===== src/rtl/sram_rd_pipe.sv =====
// sram_rd_pipe: RD_LAT-deep valid/address delay line. It tags every SRAM read
// request so the returning data can be matched to the address it came from.
module sram_rd_pipe #(
    parameter int ADDR_WIDTH = 5,
    parameter int RD_LAT     = 1
) (
    input  logic                  clk,
    input  logic                  rst,
    input  logic                  in_valid,
    input  logic [ADDR_WIDTH-1:0] in_addr,
    output logic                  out_valid,
    output logic [ADDR_WIDTH-1:0] out_addr
);

    logic [RD_LAT-1:0]            valid_sr;
    logic [RD_LAT*ADDR_WIDTH-1:0] addr_sr;

    generate
        if (RD_LAT == 1) begin : g_single
            // Single stage: capture the request tag for one cycle; reset drops in-flight reads
            always_ff @(posedge clk) begin
                if (rst) begin
                    valid_sr <= '0;
                    addr_sr  <= '0;
                end else begin
                    valid_sr <= in_valid;
                    addr_sr  <= in_addr;
                end
            end
        end else begin : g_multi
            // Multi stage: shift tags toward the MSB end; reset drops in-flight reads
            always_ff @(posedge clk) begin
                if (rst) begin
                    valid_sr <= '0;
                    addr_sr  <= '0;
                end else begin
                    valid_sr <= {valid_sr[RD_LAT-2:0], in_valid};
                    addr_sr  <= {addr_sr[(RD_LAT-1)*ADDR_WIDTH-1:0], in_addr};
                end
            end
        end
    endgenerate

    assign out_valid = valid_sr[RD_LAT-1];
    assign out_addr  = addr_sr[RD_LAT*ADDR_WIDTH-1 -: ADDR_WIDTH];

endmodule


===== config.mk =====
export PLATFORM = sky130hd
export DESIGN_NAME = sram_rd_pipe
export DESIGN_NICKNAME = d
export VERILOG_FILES = /design/src/rtl/sram_rd_pipe.sv
export SDC_FILE = /design/constraint.sdc
export NUM_CORES = 1
export LEC_CHECK = 0
export CORE_AREA = 2 2 39 41
export DETAILED_ROUTE_END_ITERATION = 10
export DIE_AREA = 0 0 41 43
export PLACE_DENSITY = 0.35
export RECOVER_POWER = 50
export SYNTH_ARGS = -nofsm -noshare
export SYNTH_HDL_FRONTEND = slang
export SYNTH_SLANG_ARGS = --single-unit

===== constraint.sdc =====
create_clock -name clk -period 0.8 [get_ports clk]
set_input_delay 0.16 -clock clk [delete_from_list [all_inputs] [get_ports clk]]
set_output_delay 0.16 -clock clk [all_outputs]
set_load 0.01 [all_outputs]

Word-level counts from Yosys, hierarchy flattened
Cells that the tools add are included.
Storage, ports and cells
  flip-flop bits (word level): 6
  bits of input ports: 8
  output and inout bits: 6

Logic depth before layout (Yosys ltp)
Gate-level depths: netlist of run 1.
  depth in word-level cells: 0
  gate-level depth with buffers: 1

Worst setup path before layout of run 1
No wires, ideal clock.
  kind: reg-to-output
  from: reg addr_sr[0] (netlist: out_addr[0])
  to: out out_addr[0]
  data arrival time: 0.331 ns
  data required time: 0.640 ns
  setup slack: 0.309 ns
  cell stages (with the launch flop): 1
  path buffers: 0
  cells stage by stage: dfxtp_1
RTL lines
  start: declaration: RTL line 16  | logic [RD_LAT*ADDR_WIDTH-1:0] addr_sr;
  start signal: assignment: RTL line 27  | addr_sr <= in_addr;
  end: declaration: RTL line 12  | output logic [ADDR_WIDTH-1:0] out_addr
No word-level cell between the ends.

Final worst setup path of run 1
  from: reg addr_sr[1] (netlist: out_addr[1])
  to: out out_addr[1]
No word-level cell between the ends.

==> flow_summary.json, run 1 <==
{
  "drcViolationCount": 0,
  "status": "finished, violations left",
  "worstSetupStartpointType": "flop",
  "nets": 38,
  "ys_ff_latch": 6,
  "port_buffers": 13,
  "htree_num_levels": 1,
  "tritoncts": "built",
  "n_antenna_cell": 0,
  "hp-class": "input pin to flop",
  "grt_pass1_wl_um": 538,
  "cts_buffers": 3,
  "grtUsageMet3": 0.0471,
  "antenna_found_initial": 0,
  "setup-violations-final": 6,
  "grt_use_met1": 0.0550,
  "period_minus_slack_ns": 0.821,
  "layout-drive-gt1-share": 0.357,
  "path_clk_slew_ns": 0.05,
  "dpl.hpwl_um": 284,
  "grt_pass1_vias": 147,
  "grt_use_total": 0.0563,
  "gp_congestion": 0.543,
  "globalRouteMet2Util": 0.0563,
  "placed_area_um2": 308,
  "relSlewSlack": 0.867,
  "wl_um": 365,
  "syn-num-nets": 20,
  "post_cts.repair.setup_buffers": 0,
  "vias": 136,
  "dp.cells": 41,
  "worst_path_largest_cell_delay_ns": 0.30,
  "top_usage_layer": "met4",
  "rsz0062_at_grt": "true",
  "arrival_ns": 0.66,
  "path_buf_inv": 1,
  "die_area_um2": 1760,
  "netlist_instances": 12,
  "ioPinCount": 14,
  "finalWorstSetupSlack_ns": -0.0214,
  "instances_no_fill": 44,
  "yosysUniqueCellTypes": 2,
  "core_um2": 1380,
  "die_y_um": 43,
  "path_cells": "buf_2",
  "clock_path_buffers": 2,
  "die_x_um": 41,
  "avgSynthCellArea_um2": 13.1,
  "ir_drop_v": 0.000607,
  "period_share": 1.03,
  "cpLargestDelayFamily": "flip-flops",
  "first_pass_iters": 2,
  "routed_via_density": 3.09,
  "grt_max_degree": 7,
  "fmax_mhz": 1220,
  "tightest_slew_ns": 0.199,
  "power_density_nw_per_um2": 2160,
  "end_kind": "primary output",
  "cp_slowest_cell": "dfxtp_1",
  "cts_root_buffer": "clkbuf_4",
  "syn-cell-area_um2": 158,
  "drv_slew": 0,
  "num_rows": 14,
  "crit_type": "flop to primary output",
  "max-cap-violations": 0,
  "clock_sinks": 6,
  "drt_iter0_drc": 1,
  "seq_area_frac_synth": 0.762,
  "nFillCells": 147,
  "leakagePower_nw": 0.135,
  "worst-path-max-fanout": 1,
  "fin_area_um2": 308,
  "finalHoldViolations": 0,
  "final_antenna_net_count": 0,
  "violations": "setup timing",
  "initial_core_util": 0.114,
  "yosys_warnings": 0,
  "syn_to_final_growth_pct": 95.2,
  "post_drt_wl_per_cell_um": 8.30,
  "utilization": 0.222,
  "gr-total-overflow": 0,
  "pre_cts_ws_ns": -0.183,
  "worstPathRequired_ns": 0.64
}
-- what timing repair did --
action | CTS | global route
hold buffers | 0 | 0
resized for setup | 24 | 2
pin swaps | 0 | 0
setup endpoints to repair | 6 | 6
cloned | 0 | 0
endpoints found under the hold margin | 0 | 0
-- sequential cells by signal (all words and copies together) (netlist names) --
signal / count
out_addr: 5
out_valid: 1
-- layout make-up --
type	instances	area, µm²	area share
sequential	6	121	0.394
clock buffer	3	22.5	0.0732
tap	16	20.0	0.0650
timing repair buffer	13	106	0.346
multi-input combinational	6	37.5	0.122
-- cell families after synthesis --
family,after synthesis,share of synthesized area
flip-flops,6,0.762
AND/OR/NAND/NOR,6,0.238
-- cells in the final DEF, fill, tap and decap left out --
| master | Yosys | layout |
|---|---|---|
| clkbuf_4 | 0 | 3 |
| dfxtp_2 | 0 | 1 |
| nor2b_1 | 6 | 6 |
| dlygate4sd3_1 | 0 | 1 |
| buf_2 | 0 | 5 |
| buf_6 | 0 | 1 |
| clkdlybuf4s50_1 | 0 | 6 |
| dfxtp_1 | 6 | 5 |
-- cells in the mapped netlist, drive strengths merged --
cell | number | area [µm²]
dfxtp | 6 | 120
nor2b | 6 | 37.5
-- metrics by stage --
step / power [mW] / hold slack [ns] / TNS [ns]
finish: 0.664 / 0.476 / -0.0951
global route: 0.714 / 0.459 / -0.305
CTS: 0.680 / 0.464 / -0.185
detailed placement: 0.412 / 0.720 / -1.84
global placement: 0.412 / 0.725 / -1.85
floorplan: 0.344 / 0.232 / 0
-- layer usage --
layer / vias to the layer above / wire (µm) / part of all wire
li1: 68 / - / -
met5: - / 0 / 0
met3: 0 / 82 / 0.22
met2: 14 / 125 / 0.34
met4: 0 / 0 / 0
met1: 54 / 157 / 0.43
-- final timing paths --
kind   startpoint           to  cells after the start
min    in_addr[4]  out_addr[4]                      2
max   out_addr[1]  out_addr[1]                      1
-- power breakdown --
part | switching (mW) | total (mW) | internal, mW | leakage, nW
Combinational | 0.0233 | 0.0725 | 0.0492 | 0.0707
Clock | 0.102 | 0.271 | 0.169 | 0.0138
Sequential | 0.00412 | 0.321 | 0.317 | 0.0503
Note: power is estimated with default switching activity, not from simulation.
==> run 2: changes to the inputs <==
GPL_ROUTABILITY_DRIVEN = 0   (was not set)
==> results of run 2 <==
No change in the layout: final DEF, timing and power equal those of run 1.
==> patch: new RTL, config.mk and constraints of run 1 <==
`ADDR_WIDTH`: 5 -> 4.
--- a/src/rtl/sram_rd_pipe.sv
+++ b/src/rtl/sram_rd_pipe.sv
@@ -3,3 +3,3 @@
 module sram_rd_pipe #(
-    parameter int ADDR_WIDTH = 5,
+    parameter int ADDR_WIDTH = 4,
     parameter int RD_LAT     = 1
Ports: changed (resized in_addr and out_addr); port bits go from 14 to 12. No check against the original RTL was run, so the function may have changed too.
==> patch against run 1 <==
Worst setup slack worse by 12 ps; total power down 6.3%; sequential cell count down 1; wire length down 20%; synthesized area down 17%; combinational power down 18%; the run still ends with setup timing left; clock power up 9.6%; design area down 15%; synthesized cell count down 17%.
==> patch: results (changes against run 1) <==
Run status
  • Status: finished, violations left
  • Violated checks: setup timing

Drt
  • Metal3 WL: 93 um (+13%)
  • Top sig layer: met4
  • Avg Vias per Cell: 2.80 (-9.3%)
  • Initial DRC count: 3 (+2)
  • Routed wl met2: 62 um (-50%)
  • M1 WL: 127 um (-19%)
  • Final wirelength: 292 um (-20%)

Power
  • Sw power: 0.131 mW (+1.5%)
  • Leak: 0.115 nW (-15%)
  • Total combinational power: 0.0592 mW (-18%)
  • Clock group share of total power: 47.7% (+6.9 points)
  • Max VDD drop: 986 uV (+62%)
  • Clock group power: 0.297 mW (+9.6%)

Timing
  • Final setup violation count: 5 (-1)
  • Worst hold slack: 467 ps (-8.67 ps)
  • Rel. slew slack: 89.0% (+2.3 points)
  • Final worst slack: -33.7 ps (-12.3 ps)
  • Setup TNS Final: -129 ps (-34.0 ps)

Hold path
  • Sink of the worst hold path: out_valid$_SDFF_PP0_
  • Hold_sp: in_valid

Placed design
  • Placer Congestion: 0.525 (-3.4%)
  • Buffers added on ports: 11 (-2)
  • Placed cells: 37 (-9.8%)
  • Pre-CTS setup slack: -188 ps (-4.87 ps)

Clock network
  • Post-CTS resize count: 20 (-17%)

Layout
  • Non-Filler Instances: 41 (-6.8%)
  • Multi-In Gates: 5 (-1)
  • Fin nets: 33 (-13%)
  • Fraction of area in registers: 38.1% (-1.3 points)
  • Final core utilization: 19.0% (-3.3 points)
  • Fillers: 160 (+8.8%)
  • Post-Layout Inst Area: 263 um2 (-15%)
  • Area of the multi-input gates: 31.3 um2 (-17%)
  • Nonclk buf count: 11 (-2)
  • Clock buffers: 4 (+1)
  • Non-clock buffering overhead: 32.4% (-2.2 points)
  • Max FFs per register: 4 (-1)
  • Layout cells sized above 1: 32.0% (-3.7 points)

Yosys
  • Syn_area_per_cell: 13.1 um2 (about the same)
  • Seq/Total Area, Yosys: 76.2% (about the same)
  • FF+latch count, synth: 5 (-1)
  • Commonest cells in the netlist: 5 x dfxtp_1, 5 x nor2b_1
  • Synth area leaders: dfxtp_1 76%, nor2b_1 24%

GRT
  • Total GRT Usage: 4.73% (-0.91 points)
  • First-pass GRT wire length: 407 um (-24%)
  • Met2 GRT Util: 2.50% (-3.1 points)
  • Met3 GRT Util: 8.38% (+3.7 points)
  • Largest net degree at the start of global routing: 6 (-1)
  • GR Util met1: 4.53% (-0.97 points)
  • Vias in the first global route: 93 (-37%)
## patch: cell count changes in the layout (fill, tap and decap cells not counted)
| cell | run 1 | this run |
|---|---|---|
| buf_6 | 1 | 0 |
| clkdlybuf4s50_1 | 6 | 5 |
| dfxtp_2 | 1 | 0 |
| clkbuf_1 | 0 | 1 |
| nor2b_1 | 6 | 5 |
## patch: worst max path at each step
stage                     cells after the start          end              startpoint  slack [ps]
after floorplan                               0  out_addr[0]  out_addr[0]$_SDFF_PP0_         310
after global placement                        1  out_addr[2]  out_addr[2]$_SDFF_PP0_        -180
after detailed placement                      1    out_valid    out_valid$_SDFF_PP0_        -190
after CTS                                     1    out_valid    out_valid$_SDFF_PP0_         -50
after global routing                          1    out_valid    out_valid$_SDFF_PP0_         -70
final                                         1    out_valid    out_valid$_SDFF_PP0_         -30
## patch: logic make-up (layout without fill, tap and decap cells)
group | Yosys count | after routing | synth area share (%)
buffers and inverters | 0 | 15 | 0
DFF | 5 | 5 | 76.2
and+or+nand+nor | 5 | 5 | 23.8
